## src/rtl/elastic_stage_reg.sv

```systemverilog
`default_nettype none
// ============================================================================
//  Module      : elastic_stage_reg
//  Description : Generic inter-stage pipeline register with a valid/ready
//                handshake. A 2-entry skid buffer keeps in_ready registered.
//                Flush inserts a bubble (ctrl cleared, data = BUBBLE_DATA).
//                Optional macro ELASTIC_STAGE_STATS_EN adds saturating
//                stall_cnt / flush_cnt outputs.
//  Revision    : 1.0 - initial release
// ============================================================================
module elastic_stage_reg #(
  parameter int                DATA_W      = 32,
  parameter int                CTRL_W      = 8,
  parameter logic [DATA_W-1:0] BUBBLE_DATA = DATA_W'(32'h0000_0013)
) (
  input  logic              clk,
  input  logic              rst,
  input  logic              flush,
  input  logic              in_valid,
  output logic              in_ready,
  input  logic [DATA_W-1:0] in_data,
  input  logic [CTRL_W-1:0] in_ctrl,
  output logic              out_valid,
  input  logic              out_ready,
  output logic [DATA_W-1:0] out_data,
  output logic [CTRL_W-1:0] out_ctrl,
  output logic [1:0]        occupancy
`ifdef ELASTIC_STAGE_STATS_EN
  ,
  output logic [15:0]       stall_cnt,
  output logic [15:0]       flush_cnt
`endif
);

  localparam logic [15:0] c_sat_max = 16'hFFFF;

  // Main (output) register and skid register
  logic              r_out_valid;
  logic              r_skid_valid;
  logic [DATA_W-1:0] r_out_data;
  logic [CTRL_W-1:0] r_out_ctrl;
  logic [DATA_W-1:0] r_skid_data;
  logic [CTRL_W-1:0] r_skid_ctrl;
  logic [1:0]        r_occupancy;

  // Next-state values
  logic              w_out_valid_n;
  logic              w_skid_valid_n;
  logic [DATA_W-1:0] w_out_data_n;
  logic [CTRL_W-1:0] w_out_ctrl_n;
  logic              w_skid_load;
  logic              w_acc_in;
  logic              w_acc_out;

  // in_ready comes straight from a flop, so the stall path never crosses
  // the stage combinationally.
  assign in_ready  = ~r_skid_valid;
  assign w_acc_in  = in_valid & ~r_skid_valid;
  assign w_acc_out = r_out_valid & out_ready;

  assign out_valid = r_out_valid;
  assign out_data  = r_out_data;
  assign out_ctrl  = r_out_ctrl;
  assign occupancy = r_occupancy;

  // Next-state decode over the (out_valid, skid_valid) state pair
  always_comb begin
    w_out_valid_n  = r_out_valid;
    w_skid_valid_n = r_skid_valid;
    w_out_data_n   = r_out_data;
    w_out_ctrl_n   = r_out_ctrl;
    w_skid_load    = 1'b0;
    case ({r_out_valid, r_skid_valid})
      2'b00: begin
        if (w_acc_in) begin
          w_out_valid_n = 1'b1;
          w_out_data_n  = in_data;
          w_out_ctrl_n  = in_ctrl;
        end
      end
      2'b10: begin
        if (w_acc_in && w_acc_out) begin
          w_out_data_n = in_data;
          w_out_ctrl_n = in_ctrl;
        end else if (w_acc_in) begin
          w_skid_valid_n = 1'b1;
          w_skid_load    = 1'b1;
        end else if (w_acc_out) begin
          // Draining to empty presents a bubble so ctrl can never leak
          w_out_valid_n = 1'b0;
          w_out_data_n  = BUBBLE_DATA;
          w_out_ctrl_n  = '0;
        end
      end
      2'b11: begin
        if (w_acc_out) begin
          w_skid_valid_n = 1'b0;
          w_out_data_n   = r_skid_data;
          w_out_ctrl_n   = r_skid_ctrl;
        end
      end
      default: begin
        // Unreachable (skid is only filled behind a valid main entry)
      end
    endcase
  end

  // State, main register and occupancy; reset and flush both leave a bubble
  always_ff @(posedge clk) begin
    if (rst || flush) begin
      r_out_valid  <= 1'b0;
      r_skid_valid <= 1'b0;
      r_out_data   <= BUBBLE_DATA;
      r_out_ctrl   <= '0;
      r_occupancy  <= 2'd0;
    end else begin
      r_out_valid  <= w_out_valid_n;
      r_skid_valid <= w_skid_valid_n;
      r_out_data   <= w_out_data_n;
      r_out_ctrl   <= w_out_ctrl_n;
      r_occupancy  <= {1'b0, w_out_valid_n} + {1'b0, w_skid_valid_n};
    end
  end

  // Skid payload; contents are meaningless while skid_valid is low
  always_ff @(posedge clk) begin
    if (w_skid_load) begin
      r_skid_data <= in_data;
      r_skid_ctrl <= in_ctrl;
    end
  end

`ifdef ELASTIC_STAGE_STATS_EN
  logic [15:0] r_stall_cnt;
  logic [15:0] r_flush_cnt;

  assign stall_cnt = r_stall_cnt;
  assign flush_cnt = r_flush_cnt;

  // Saturating statistics; only reset clears them, flush does not
  always_ff @(posedge clk) begin
    if (rst) begin
      r_stall_cnt <= '0;
      r_flush_cnt <= '0;
    end else begin
      if (r_out_valid && !out_ready && (r_stall_cnt != c_sat_max)) begin
        r_stall_cnt <= r_stall_cnt + 16'd1;
      end
      if (flush && (r_flush_cnt != c_sat_max)) begin
        r_flush_cnt <= r_flush_cnt + 16'd1;
      end
    end
  end
`endif

endmodule
`default_nettype wire

```

## config.mk

```make
export PLATFORM = sky130hd
export DESIGN_NAME = elastic_stage_reg
export DESIGN_NICKNAME = d
export VERILOG_FILES = /design/src/rtl/elastic_stage_reg.sv
export SDC_FILE = /design/constraint.sdc
export NUM_CORES = 1
export LEC_CHECK = 0
export CELL_PAD_IN_SITES_DETAIL_PLACEMENT = 0
export CELL_PAD_IN_SITES_GLOBAL_PLACEMENT = 1
export CORE_ASPECT_RATIO = 0.7
export CORE_UTILIZATION = 38
export CTS_BUF_LIST = sky130_fd_sc_hd__clkbuf_4 sky130_fd_sc_hd__clkbuf_8
export CTS_CLUSTER_DIAMETER = 100
export CTS_CLUSTER_SIZE = 24
export DETAILED_ROUTE_END_ITERATION = 10
export PLACE_DENSITY = 0.84
export SETUP_SLACK_MARGIN = 0.3
export SLEW_MARGIN = 15
export SYNTH_ARGS = -nofsm -noshare
export SYNTH_HDL_FRONTEND = slang
export SYNTH_SLANG_ARGS = --single-unit
export TNS_END_PERCENT = 20
```

## constraint.sdc

```tcl
create_clock -name clk -period 3 [get_ports clk]
set_clock_uncertainty 0.05 [all_clocks]
set_input_delay 0.75 -clock clk [delete_from_list [all_inputs] [get_ports clk]]
set_output_delay 0.75 -clock clk [all_outputs]
set_load 0.02 [all_outputs]
```

==> results.md, run 1 <==
* Port-buffer cells at approximately 90
* Slew Viols, Final at 0
* DR DRC count at 0
* GRT overflow at 0
* Slowest CP cell: clkdlybuf4s50_1
* CP Max Fanout at 7
* Least-Margin Pin Slew at approximately 0.4 ns
* DP Cell Count at about 470
* Post-synth EDFFs at 40
* Core Box Area at just over 8000 sq um
* DR WL/cell at between 15 and 20 um
* P&R area growth vs syn at 38.8%
* Detail Placement HPWL at 5260 um
* Worst Setup End Kind: primary output
* Setup violators final at 0
* Cells after Synth at 287
* Commonest non-fill, non-tap cell in the layout: clkdlybuf4s50_1
* Synth area leader: edfxtp_1
* Unique masters post-synth at 26
* Fmax at between 400 and 500 MHz
* Synth top area share at 0.370
* Global-route wire length before repair at 12500 um
* Hold Crit Class: register to register
* Primary FF master, synth: dfxtp_1
* Slew HR at 0.727
* Power Density at about 560 nW/um^2
* Ports at between 80 and 90
* Syn. warnings at 0
* Final period utilization at 0.778
* Arrival time worst endpoint at 1.53 ns
* H-tree Lvls at 3
* Tot GR Track Use at 0.185
* Fin crit period at ~2.3 ns
* Startpoint Class: register
* Run status: finished clean
* Routed Antenna Nets at 0
* Die span in x at 113 um
* Nets at ~420
* Die height at 79.4 um
* Net Count, Synth at roughly 330
* Fraction of registers with async set/reset at 0
* Setup WS pre-CTS at around 0.52 ns
* CP Class: register to primary output
* Commonest cells after routing, fill and taps aside: clkdlybuf4s50_1 (87), dfxtp_1 (44), inv_1 (41), o21ai_0 (41), edfxtp_1 (40)
* Slowest cell delay on critical path at about 0.56 ns
* Worst Slack Setup Final at 0.666 ns
* Antenna violations before repair at 0
* CTS tree: done
* Post-CTS Resized at 0
* Clock Tree Root: clkbuf_8
* Dominant cells by area after synthesis: edfxtp_1 (37%), dfxtp_1 (27%), a221oi_1 (7.3%)
* 1st-pass router iterations at 4
* Synthesized area at roughly 3200 sq um
* Syn_area_per_cell at about 11 sq um
* Reg area at approximately 2100 sq um
* Leakage at roughly 1.5 nW
* Largest net degree at the start of global routing at 31
* Num rows at 27
* Longest Clk Path Bufs at 2
* Clock Sinks at 84
* Total negative slack at 0 ns
* Vias after detailed routing at around 2500
* Hold Violations, Final at 0
* Required @ worst endpoint at 2.20 ns
* Post-CTS Hold Buffers at 0
* IR drop worst, VDD at 0.242 mV
* Post-CTS Setup Bufs at 0
* Share of layout cells above drive strength 1 at 0.118
* Iter 0 DRT Violations at around 120
* #FFs+latches synth at 84
* Number of inserted diodes at 0
* Non-Filler Instances at approximately 480
* Max-cap viol count at 0
* Detailed Route WL at 7750 um
* Routed vias/inst at between 5 and 6
* Fillers at just under 700
* Gpl congestion at roughly 0.83
* CTS clock-pin slew for the worst setup and hold paths at roughly 0.09 ns
* Post-synthesis sequential area ratio at 0.641
* Vias in the first global route at around 2400
* Crit-path cells: inv_1, clkdlybuf4s50_1
* Num CTS Buffers at 9
* Clock Latency Late Sink at between 0.3 and 0.4 ns
* Initial Utilization at 0.402
* Die ar. at a little under 9000 sq um
* RSZ-0062 raised after global routing: no
* Area of the multi-input gates at approximately 920 sq um
final timing paths:
check                         endpoint                startpoint  slack, ns  depth (start not counted)
max                           in_ready                  register       0.67                          2
min           out_data[8]$_SDFFE_PP0P_  out_data[8]$_SDFFE_PP0P_       0.41                          2
max reg2reg  r_skid_data[28]$_DFFE_PP_      out_valid$_SDFF_PP0_       1.30                          3
min reg2reg   out_data[8]$_SDFFE_PP0P_  out_data[8]$_SDFFE_PP0P_       0.41                          2
where the power goes:
part | total (mW) | switching, mW | internal (mW)
sequential | 1.25 | 0.0168 | 1.23
combinational | 0.288 | 0.150 | 0.138
clock | 0.977 | 0.402 | 0.576
kinds of logic (layout without fill, tap and decap cells):
group                      count (synthesis)  count (layout)  synth area share
DFF                                       84              84             0.641
AOI/OAI and AO/OA                         83              83             0.194
adders and majority gates                  1               1           0.00385
buffers and inverters                     62             157            0.0817
and+or+nand+nor                           57              57            0.0794
sequential cells by signal, indices dropped and copies added (netlist names), named ones only:
register     count
occupancy        2
out_ctrl         8
out_data        32
out_valid        1
r_skid_ctrl      8
r_skid_data     32
per-stage QoR:
stage	utilization	cell area [sq um]	power [mW]	hold slack [ns]
after floorplan	-	3250	1.41	0.448
after global placement	0.528	4260	1.56	0.401
after detailed placement	0.528	4260	1.56	0.403
after CTS	0.558	4510	2.54	0.416
after global routing	0.558	4510	2.62	0.432
final	0.558	4510	2.51	0.412
synthesized netlist by cell type (2+ instances only):
cell type / count
dfxtp_1: 44
and2_1: 2
buf_2: 5
buf_6: 3
nor3_1: 2
a21oi_1: 2
edfxtp_1: 40
a221oi_2: 10
inv_1: 41
nand2b_1: 3
clkbuf_1: 12
a221oi_1: 27
o21ai_0: 41
a221o_1: 2
nand2_1: 39
nor2_1: 4
per-layer routing:
metal | up-vias | global-route usage | wire (um)
met5 | - | 0 | 0
met3 | 6 | 0.0679 | 493
met1 | 1209 | 0.249 | 3740
li1 | 1195 | - | -
met4 | 0 | 0.0360 | 46
met2 | 78 | 0.288 | 3470
cell type report:
cell class | count | share of cell area
clock inverter | 6 | 0.0244
clock buffer | 10 | 0.0305
inverter | 41 | 0.0341
sequential | 84 | 0.462
tap | 101 | 0.0280
timing repair buffer | 100 | 0.217
multi-input combinational | 141 | 0.204
critical path: cells and delay by family, from the launching register on:
kind,cells,cell delay [ns]
flip-flops,1,0.50
buffers and inverters,2,0.69
(Power assumes the default switching activity.)
==> inputs of run 2 (changes only) <==
--- a/config.mk
+++ b/config.mk
@@ -8,12 +8,12 @@
 export CELL_PAD_IN_SITES_DETAIL_PLACEMENT = 0
 export CELL_PAD_IN_SITES_GLOBAL_PLACEMENT = 1
 export CORE_ASPECT_RATIO = 0.7
-export CORE_UTILIZATION = 38
+export CORE_UTILIZATION = 35
 export CTS_BUF_LIST = sky130_fd_sc_hd__clkbuf_4 sky130_fd_sc_hd__clkbuf_8
 export CTS_CLUSTER_DIAMETER = 100
 export CTS_CLUSTER_SIZE = 24
 export DETAILED_ROUTE_END_ITERATION = 10
-export PLACE_DENSITY = 0.84
+export PLACE_DENSITY = 0.82
 export SETUP_SLACK_MARGIN = 0.3
 export SLEW_MARGIN = 15
 export SYNTH_ARGS = -nofsm -noshare
==> constraint.sdc (replaced) <==
create_clock -name clk -period 1.9 [get_ports clk]
set_clock_uncertainty 0.05 [all_clocks]
set_input_delay 0.475 -clock clk [delete_from_list [all_inputs] [get_ports clk]]
set_output_delay 0.475 -clock clk [all_outputs]
set_load 0.02 [all_outputs]
==> run 2 against run 1 <==
Compared with the run above:
- routed wire length shrank 0.50%
- cell count grew 6.2%
- sequential cell count is the same
- sequential power grew 58%
- critical endpoint is now out_valid
==> results.md, run 2 (synthesis gave the netlist of run 1 again) <==
* Run status: finished clean
* Tot GR Track Use at 0.167 (-0.0180)
* Slowest cell delay on critical path at 0.50 ns (-0.06 ns)
* DP Cell Count at 496 (+6.2%)
* CP delay by family, top: flip-flops
* Slew Viols, Final at 0 (unchanged)
* Clock Tree Root: clkbuf_8
* Initial Utilization at 0.360 (-0.0428)
* Gpl congestion at 0.738 (-11%)
* Core Box Area at 9030 sq um (+12%)
* Largest net degree at the start of global routing at 43 (+39%)
* Routed vias/inst at 4.77 (-7.4%)
* Final period utilization at 0.930
* Worst Setup End Kind: primary output
* Antenna violations before repair at 1 (+1)
* Top Metal Used: met4
* Hold Violations, Final at 0 (unchanged)
* Num CTS Buffers at 9 (unchanged)
* Die height at 82.6 um (+4.1%)
* GRT overflow at 0 (unchanged)
* Power Density at 829 nW/um^2 (+49%)
* Routed Antenna Nets at 0 (unchanged)
* Nets at 429 (+1.4%)
* Fmax at ~570 MHz
* P_sw at 916 uW (+61%)
* Vias after detailed routing at 2448 (-1.6%)
* CTS tree: done
* IR drop worst, VDD at 0.302 mV (+25%)
* Detail Placement HPWL at 5250 um (-0.21%)
* Slew HR at 0.759 (+0.0322)
* Commonest cells after routing, fill and taps aside: dfxtp_1 (44), clkdlybuf4s50_1 (43), inv_1 (41), o21ai_0 (41), edfxtp_1 (40)
* Met3 wire len at 408 um (-17%)
* 1st-pass router iterations at 4 (unchanged)
* Seq pwr share at 0.508 (+0.012)
* Clock Sinks at 84 (unchanged)
* CP Class: register to primary output
* Non-Filler Instances at 513 (+6.2%)
* Max-cap viol count at 0 (unchanged)
* H-tree Lvls at 3 (unchanged)
* Iter 0 DRT Violations at 142 (+17%)
* Ports at 89 (unchanged)
* Fin crit period at roughly 1.8 ns
* Reg2Reg Setup Slack at 0.37 ns (-0.93 ns)
* Int Pwr at 2.95 mW (+52%)
* Met1 WL at 3680 um (-1.7%)
* Detailed Route WL at 7710 um (-0.50%)
* DR WL/cell at 15.0 um (-6.3%)
* Post-CTS Setup Bufs at 0 (unchanged)
* Buffers & Inverters on Critical Path at 1 (-1)
* Arrival time worst endpoint at 1.24 ns (-0.29 ns)
* CTS clock-pin slew for the worst setup and hold paths at 0.09 ns (about the same)
* Hold Crit Class: register to register
* Vias in the first global route at 2301 (-4.2%)
* Gate power share at 0.119 (+0.005)
* Crit-path cells: dlygate4sd2_1
* Startpoint Class: register
* Die span in x at 117 um (+4.1%)
* Commonest non-fill, non-tap cell in the layout: dfxtp_1
* Longest Clk Path Bufs at 2 (unchanged)
* Port-buffer cells at 88 (unchanged)
* Share of layout cells above drive strength 1 at 0.137 (+0.0188)
* Setup violators final at 0 (unchanged)
* Total negative slack at 0 ns (unchanged)
* Met2 WL at 3580 um (+3.2%)
* Leakage at 2.05 nW (+34%)
* Num rows at 29 (+7.4%)
* DR DRC count at 0 (unchanged)
* Least-Margin Pin Slew at 0.361 ns (-0.0483 ns)
* Die ar. at 9680 sq um (+8.4%)
* Clock Latency Late Sink at 0.35 ns (about the same)
* Total power at 3.87 mW (+54%)
* Post-CTS Hold Buffers at 0 (unchanged)
* Required @ worst endpoint at 1.37 ns (-0.83 ns)
* RSZ-0062 raised after global routing: yes
* Switch share at 0.237 (+0.0105)
* Fin util at 0.516 (-0.0419)
* Global-route wire length before repair at 11900 um (-5.0%)
* CP Max Fanout at 8 (+1)
* P&R area growth vs syn at 43.6%
* Slowest CP cell: dfxtp_1
* Clock share of power at 0.373 (-0.016)
* Fillers at 827 (+20%)
run 2: final timing paths:
kind / startpoint / end / cells past startpoint
worst max-delay path: out_valid$_SDFF_PP0_ / out_valid / 1
worst min-delay path: out_data[17]$_SDFFE_PP0P_ / out_data[17]$_SDFFE_PP0P_ / 2
worst min register to register: out_data[17]$_SDFFE_PP0P_ / out_data[17]$_SDFFE_PP0P_ / 2
worst max register to register: register / out_ctrl[0]$_SDFFE_PP0P_ / 5
run 2: what timing repair did:
item | in CTS | in global routing
gates resized for setup | 23 | 24
gates cloned | 0 | 0
endpoints found under the setup margin | 101 | 121
hold endpoints to repair | 0 | 0
run 2: layout make-up:
cell class / count / area, sq um / area share
Clock buffer: 10 / 138 / 0.0295
Timing Repair Buffer: 106 / 1120 / 0.240
Inverter: 41 / 154 / 0.0330
Sequential cell: 84 / 2080 / 0.446
Clock inverter: 6 / 93.8 / 0.0201
Antenna cell: 1 / 2.50 / 0.000536
Multi-Input combinational cell: 141 / 922 / 0.198
Tap cell: 124 / 155 / 0.0333
run 2: power groups by stage:
stage / Clock, mW / Sequential (mW) / Combinational (mW)
after floorplan: 0 / 2.06 / 0.173
after global placement: 0 / 2.01 / 0.469
after detailed placement: 0 / 2.01 / 0.477
after CTS: 1.49 / 1.97 / 0.468
after global routing: 1.54 / 1.97 / 0.499
final: 1.44 / 1.97 / 0.460
run 2: per-layer routing:
| metal | up-vias | GRT usage |
|---|---|---|
| met5 | - | 0 |
| met4 | 0 | 0.0380 |
| met3 | 5 | 0.0620 |
| met2 | 66 | 0.266 |
| met1 | 1162 | 0.216 |
| li1 | 1215 | - |
run 2: metrics by stage:
stage          area, sq um  hold WS [ns]  worst slack (ns)
2_1_floorplan         3260         0.448             0.302
3_3_place_gp          4400         0.402           -0.0942
3_5_place_dp          4400         0.401            -0.105
4_1_cts               4600         0.414            0.0561
5_1_grt               4660         0.423            0.0707
6_report              4660         0.407             0.134
==> inputs of run 3 (changes only) <==
--- a/config.mk
+++ b/config.mk
@@ -11,8 +11,9 @@
 export CORE_UTILIZATION = 35
 export CTS_BUF_LIST = sky130_fd_sc_hd__clkbuf_4 sky130_fd_sc_hd__clkbuf_8
 export CTS_CLUSTER_DIAMETER = 100
-export CTS_CLUSTER_SIZE = 24
+export CTS_CLUSTER_SIZE = 8
 export DETAILED_ROUTE_END_ITERATION = 10
+export GPL_ROUTABILITY_DRIVEN = 0
 export PLACE_DENSITY = 0.82
 export SETUP_SLACK_MARGIN = 0.3
 export SLEW_MARGIN = 15
==> constraint.sdc (replaced) <==
create_clock -name clk -period 1.9 [get_ports clk]
set_clock_uncertainty 0.05 [all_clocks]
set_input_delay 0.475 -clock clk [delete_from_list [all_inputs] [get_ports clk]]
set_output_delay 0.475 -clock clk [all_outputs]
set_load 0.1 [all_outputs]
==> run 3 against run 2 <==
Compared with the run above:
- sequential power hardly changed
- die area unchanged
- clock-buffer cell count rose by 5
- via count is 5.2% higher
- core utilization up 6.3 points
- critical path type unchanged
- critical endpoint is now in_ready
- largest cell class unchanged
==> results.md, run 3 (synthesis gave the netlist of run 1 again) <==
* Crit-path cells: clkinvlp_4, buf_12
* Leakage at 1.86 nW (-9.3%)
* Die ar. at 9680 sq um (unchanged)
* Share of layout cells above drive strength 1 at 0.294 (+0.158)
* Least-Margin Pin Slew at 0.260 ns (-0.101 ns)
* RSZ-0062 raised after global routing: no
* Commonest non-fill, non-tap cell in the layout: buf_12
* Die height at 82.6 um (unchanged)
* Hold depth at 3 (+1)
* DR WL/cell at 16.0 um (+6.2%)
* Startpoint Class: register
* CTS tree: done
* Setup violators final at 0 (unchanged)
* 1st-pass router iterations at 4 (unchanged)
* Port-buffer cells at 88 (unchanged)
* Antenna violations before repair at 1 (unchanged)
* Largest net degree at the start of global routing at 25 (-42%)
* Slowest CP cell: dfxtp_4
* Fin crit period at 1.53 ns (-0.233 ns)
* Num rows at 29 (unchanged)
* Commonest cells after routing, fill and taps aside: buf_12 (51), clkdlybuf4s50_1 (42), dfxtp_1 (42)
* Fillers at 728 (-12%)
* Core Box Area at 9030 sq um (unchanged)
* R2r endpoint: out_ctrl[3]$_SDFFE_PP0P_
* Worst Setup End Kind: primary output
* Detailed Route WL at 8270 um (+7.3%)
* Run status: finished clean
* Final period utilization at 0.807 (-0.122)
* Tot GR Track Use at 0.175 (+0.00830)
* Total power at 4.18 mW (+8.1%)
* Longest Clk Path Bufs at 2 (unchanged)
* Hold Crit Class: primary input to register
* Slew HR at 0.826 (+0.0668)
* Slowest cell delay on critical path at 0.36 ns (-0.14 ns)
* Clock Latency Late Sink at 0.36 ns (about the same)
* Nets at 435 (+1.4%)
* M3 GR Usage at 0.0679 (+0.00584)
* Num CTS Buffers at 9 (unchanged)
* Detail Placement HPWL at 5460 um (+4.1%)
* DR DRC count at 0 (unchanged)
* Iter 0 DRT Violations at 116 (-18%)
* CP Max Fanout at 3 (-5)
* CP Class: register to primary output
* Hold Path End: out_valid$_SDFF_PP0_
* GRT overflow at 0 (unchanged)
* Clock Sinks at 84 (unchanged)
* Arrival time worst endpoint at 1.01 ns (-0.23 ns)
* P&R area growth vs syn at 61.1%
* IR drop worst, VDD at 0.486 mV (+61%)
* Hold Violations, Final at 0 (unchanged)
* Routed Antenna Nets at 0 (unchanged)
* GR Layer Usage met2 at 0.269 (+0.00294)
* CTS clock-pin slew for the worst setup and hold paths at 0.08 ns (about the same)
* Power Density at 799 nW/um^2 (-3.6%)
* Met1 usage at 0.232 (+0.0160)
* Initial Utilization at 0.360 (unchanged)
* Busiest grt layer: met2
* Routed vias/inst at 4.97 (+4.2%)
* H-tree Lvls at 3 (unchanged)
* Fmax at 652 MHz (+15%)
* Total negative slack at 0 ns (unchanged)
* Slew Viols, Final at 0 (unchanged)
* Required @ worst endpoint at 1.37 ns (about the same)
* Global-route wire length before repair at 12500 um (+4.5%)
* DP Cell Count at 497 (+0.20%)
* R2R depth at 5 (unchanged)
* Ports at 89 (unchanged)
* Worst hold path startpoint: in_valid
* Max-cap viol count at 0 (unchanged)
* Vias in the first global route at 2481 (+7.8%)
* Die span in x at 117 um (unchanged)
* Non-Filler Instances at 518 (+0.97%)
* Clock Tree Root: clkbuf_8
* Vias after detailed routing at 2576 (+5.2%)
* Number of inserted diodes at 0 (-1)
* Reg2Reg Setup Slack at 0.40 ns (+0.03 ns)
==> run 3: worst max-delay path by stage <==
stage	slack [ns]	depth (start not counted)	to	start
floorplan	0.26	2	r_skid_ctrl[0]$_DFFE_PP_	register
global placement	-0.08	6	out_data[29]$_SDFFE_PP0P_	out_ready
detailed placement	-0.16	6	out_ctrl[3]$_SDFFE_PP0P_	out_ready
CTS	0.29	6	out_ctrl[3]$_SDFFE_PP0P_	out_ready
global route	0.32	2	in_ready	register
finish	0.37	2	in_ready	register
==> run 3: layer usage <==
layer,vias to the layer above,wire length (um)
li1,1226,-
met4,2,33
met1,1249,3880
met2,90,3720
met5,-,8
met3,9,623
==> run 3: final cells by class <==
class	count	area, sq um	area share
tap	124	155	0.0297
multi-input combinational	141	992	0.190
clock inverter	1	30.0	0.00574
sequential	84	2090	0.399
timing repair buffer	112	1630	0.311
inverter	41	158	0.0301
clock buffer	15	181	0.0347
==> run 3: per-stage QoR <==
step | hold WS, ns | cell area, sq um | util | worst slack (ns)
6_report | 0.410 | 5230 | 0.579 | 0.366
5_1_grt | 0.383 | 5230 | 0.579 | 0.315
4_1_cts | 0.375 | 5100 | 0.565 | 0.295
3_5_place_dp | 0.441 | 4860 | 0.538 | -0.159
3_3_place_gp | 0.441 | 4860 | 0.538 | -0.0830
2_1_floorplan | 0.448 | 3270 | - | 0.259
==> run 3: power breakdown <==
group / switching (mW) / internal, mW
clock network: 0.599 / 0.740
logic: 0.502 / 0.350
registers: 0.0492 / 1.94
total: 1.15 / 3.03
==> run 3: worst max-delay path: cells and delay by family, from the launching register on <==
kind                   cells  cell delay, ns
flip-flops                 1            0.36
buffers and inverters      2            0.29
==> run 3: repair_timing <==
item | 4_1_cts | 5_1_grt
endpoints found under the hold margin | 0 | 0
pin swaps | 1 | 1
hold buffers | 0 | 0
gates cloned | 0 | 2
resized for setup | 4 | 15
buffers inserted | 1 | 2
endpoints found under the setup margin | 27 | 78
==> edit 1 (settings of run 3) <==
The option `ELASTIC_STAGE_STATS_EN` is turned on by a define.
--- a/src/rtl/elastic_stage_reg.sv
+++ b/src/rtl/elastic_stage_reg.sv
@@ -9,4 +9,6 @@
 //  Revision    : 1.0 - initial release
 // ============================================================================
+`define ELASTIC_STAGE_STATS_EN
+
 module elastic_stage_reg #(
   parameter int                DATA_W      = 32,
Check against the original RTL (old outputs only; new: flush_cnt and stall_cnt): equivalent (equiv_simple and equiv_induct, registers matched by name and starting in step).
==> edit 1 against run 3 <==
Clock power grew 75%. Core utilization grew 3.5 points. Sequential cell count grew 32. Final cell count grew 52%. Via count grew 69%. Worst setup slack lost 0.11 ns. Final area grew 54%. Critical path depth grew 5. Power grew 44%. Critical endpoint is now flush_cnt[2]. First-iteration DRC count grew to 2.7 times the old value. Area after synthesis grew 45%. Wire length grew 75%.
==> edit 1: results (changes against run 3) <==
The average wire per standard cell is 18.39 um (was 15.96 um). The cell leakage power was 2.953 nW (was 1.861 nW). The initial antenna violation count came out at 2 (was 1). The fraction of layout instances using a drive strength above 1 is 39.35% (was 29.44%). The tightest slew margin relative to the limit was 71.42% (was 82.62%). The filler cell count is 1010 (was 728). The kind of path behind the tightest hold check is reg -> reg (was in -> reg).

The instance area at placement is 7163 um2 (was 4858 um2). The source of the critical timing path is flush_cnt[0]. The placed wire-length estimate after detailed placement is 8916 um (was 5463 um). The first-pass GRT wire length came out at 21500 um (was 12460 um). The source-to-sink clock delay at the later pin of the worst-skew pair came out at 0.42 ns (was 0.36 ns). The worst vdd rail ir drop came to 0.4695 mV (was 0.4857 mV).

The number of vias in the routed layout came out at 4343 (was 2576). The largest fanout of any net on the critical path is 8 (was 3). The post-detailed-route via-to-cell ratio is 5.511 (was 4.973). Outcome: finished clean (unchanged). The via count of the first global-routing pass is 4199 (was 2481). The adder-cell share of the synthesized area came out at 0.7964% (was 0.3852%). The register area came out at 2809 um2 (was 2090 um2). The largest net degree at the start of global routing is 75 (was 25).

The depth of the worst register-to-register path came to 7 (was 5). The mux contribution to synthesized area came to 0.9026% (was 0%). The most instantiated library cell after synthesis is dfxtp_1 (unchanged). The critical hold path startpoint is stall_cnt[7] (was in_valid). Leading cell types by count after synthesis: 76 x dfxtp_1, 56 x a21oi_1, 53 x o21ai_0, 40 x edfxtp_1, 37 x a22oi_1 (was 44 x dfxtp_1, 41 x inv_1, 41 x o21ai_0, 40 x edfxtp_1, 39 x nand2_1). The total of buffers placed on input and output ports was 120 (was 88). The share of the yosys chip area belonging to registers is 57.76% (was 64.10%). The number of library cell types mapped by synthesis is 55 (was 26).

The maximum level of the CTS H-tree is 4 (was 3). Leading post-synthesis cells by cell area: dfxtp_1 32%, edfxtp_1 25%, a21oi_1 5.9% (was edfxtp_1 37%, dfxtp_1 27%, a221oi_1 7.3%). The first-pass detailed-route iteration total came out at 5 (was 4).

The worst hold path depth came out at 1 (was 3). The switching fraction of total power is 29.88% (was 27.51%). The number of cells after detailed placement is 730 (was 497). The net count reported at finish was 655 (was 435).
## edit 1: power by group through the flow
stage               combinational [mW]  clock (mW)  sequential, mW
floorplan                        0.186           0            3.06
global placement                 0.921           0            2.74
detailed placement               0.937           0            2.74
CTS                              0.944        2.38            2.67
global route                      1.05        2.50            2.67
finish                            1.01        2.34            2.67
## edit 1: critical path, cell delays in order (launching register included)
cell and delay (ns):
dfxtp_4 0.36, ha_4 0.16, nand4_1 0.11, buf_4 0.13, nor4_4 0.04, buf_6 0.14
or3_2 0.44, a21oi_1 0.15
## edit 1: logic make-up after synthesis
group | count (synthesis)
buffers and inverters | 40
DFF | 116
muxes | 4
xor gates and xnor gates | 2
AOI/OAI and AO/OA | 173
adders and majority gates | 3
and+or+nand+nor | 100
## edit 1: final cells by class
type | instances | area share [%]
antenna | 2 | 0.06201
clock buffer | 17 | 2.899
clock inverter | 15 | 2.124
inverter | 11 | 0.5115
multi-input combinational | 282 | 25.10
sequential | 116 | 34.80
tap | 166 | 2.573
timing repair buffer | 179 | 31.93
## edit 1: final timing paths
check	to	slack (ns)
min reg2reg	stall_cnt[7]	0.44
max	flush_cnt[2]	0.26
max reg2reg	flush_cnt[2]	0.26
min	stall_cnt[7]	0.44
## edit 1: routing by layer
metal	vias up	wire, um	global-route usage (%)
li1	2042	-	-
met1	2130	6362	25.06
met2	145	7177	33.07
met3	26	649	4.141
met4	0	303	6.773
met5	-	0	0
## edit 1: timing repair
item,CTS,global route
cloned,1,4
buffers inserted,10,9
pin swaps,5,13
setup endpoints to repair,79,127
gates resized for setup,27,33
==> edit 2 (config.mk and constraints of run 3) <==
Without the edit above. Change the parameter `CTRL_W` from 8 to 12.
--- a/src/rtl/elastic_stage_reg.sv
+++ b/src/rtl/elastic_stage_reg.sv
@@ -11,5 +11,5 @@
 module elastic_stage_reg #(
   parameter int                DATA_W      = 32,
-  parameter int                CTRL_W      = 8,
+  parameter int                CTRL_W      = 12,
   parameter logic [DATA_W-1:0] BUBBLE_DATA = DATA_W'(32'h0000_0013)
 ) (
Ports: changed (resized in_ctrl and out_ctrl); port bits go from 89 to 97. The function was not compared with the original's and may differ.
==> edit 2 against run 3 <==
Combinational power rose by 14%. Area after synthesis rose by 17%. Wire length rose by 7.7%. Worst setup slack got worse by 0.12 ns. Sequential cell count rose by 8. Hold slack improved by 0.038 ns. Power rose by 5.3%. Final area rose by 12%. Count of clock-buffer cells in the layout did not move. Critical path type unchanged.
==> edit 2: results (changes against run 3) <==
Outcome: finished clean (unchanged). The via count of the first global-routing pass is 2738 (was 2481). The sequential cell area share is 39.18% (was 39.94%).

The critical hold path startpoint is out_ctrl[10] (was in_valid). The worst vdd rail ir drop was 0.3681 mV (was 0.4857 mV). The starting DRC count in detailed routing came to 143 (was 116). The tightest slew margin relative to the limit is 78.74% (was 82.62%).

The worst slack at placement came to -0.2020 ns (was -0.1592 ns). The filler cell count is 840 (was 728). The number of library cell types mapped by synthesis is 30 (was 26). The area occupied by multi-input gates is 1202 um2 (was 992.2 um2). The number of tap instances was 132 (was 124). The worst hold path depth is 2 (was 3). The synthesized netlist net count came out at 362 (was 333). The power in combinational cells is 0.969 mW (was 0.852 mW).

The first-pass GRT wire length was 14190 um (was 12460 um). The largest fanout of any net on the critical path came to 5 (was 3). Leading post-synthesis cells by cell area: edfxtp_1 35%, dfxtp_1 25%, a221oi_2 16% (was edfxtp_1 37%, dfxtp_1 27%, a221oi_1 7.3%). The fraction of layout instances using a drive strength above 1 came out at 33.88% (was 29.44%).

The register-to-register setup slack is 0.33 ns (was 0.40 ns). The number of non-clock inverters is 45 (was 41). The post-synthesis register bit count is 92 (was 84). The cell leakage power is 2.044 nW (was 1.861 nW). The hold slack came out at 0.4481 ns (was 0.4096 ns). The net count reported at finish came out at 473 (was 435).

The instance area at placement is 5575 um2 (was 4858 um2). The switching fraction of total power is 28.46% (was 27.51%). The placed wire-length estimate after detailed placement came out at 6315 um (was 5463 um). The adder-cell share of the synthesized area came to 0.3298% (was 0.3852%). The kind of path behind the tightest hold check is reg -> reg (was in -> reg). The minimum clock period is 1.656 ns (was 1.534 ns). The non-clock buffer total of the final layout came out at 122 (was 112). Leading cell types by count after synthesis: 48 x dfxtp_1, 45 x inv_1, 45 x o21ai_0, 44 x edfxtp_1, 43 x nand2_1 (was 44 x dfxtp_1, 41 x inv_1, 41 x o21ai_0, 40 x edfxtp_1, 39 x nand2_1).

The proportion of cell area spent on the clock network is 3.297% (was 4.042%). The layout multi-input combinational cell count is 153 (was 141).
[edit 2: cell count changes in the layout (fill, tap and decap cells not counted), moves of 5 or more]
cell      before  now
buf_12        51   61
a221oi_1      18    1
a221oi_2      19   40
o21ai_0       40   45
[edit 2: worst max-delay path: cells and delay by family (launching register included)]
kind	cells	cell delay, ns
buffers and inverters	3	0.41
DFF	1	0.36
[edit 2: stage by stage]
stage,TNS (ns),cells
5_1_grt,0,560
6_report,0,560
2_1_floorplan,0,312
3_5_place_dp,-14.37,538
3_3_place_gp,-9.978,538
4_1_cts,0,557
[edit 2: layer usage]
layer / vias to the layer above / GRT usage (%) / wire length, um
met3: 11 / 5.326 / 617
met2: 98 / 26.57 / 4061
met1: 1341 / 22.12 / 4126
met4: 0 / 5.367 / 96
li1: 1336 / - / -
met5: - / 0 / 0
[edit 2: timing repair]
action,CTS,global route
cloned,1,0
resized for setup,4,0
setup endpoints to repair,89,1
setup buffers,2,3
pin swaps,0,0
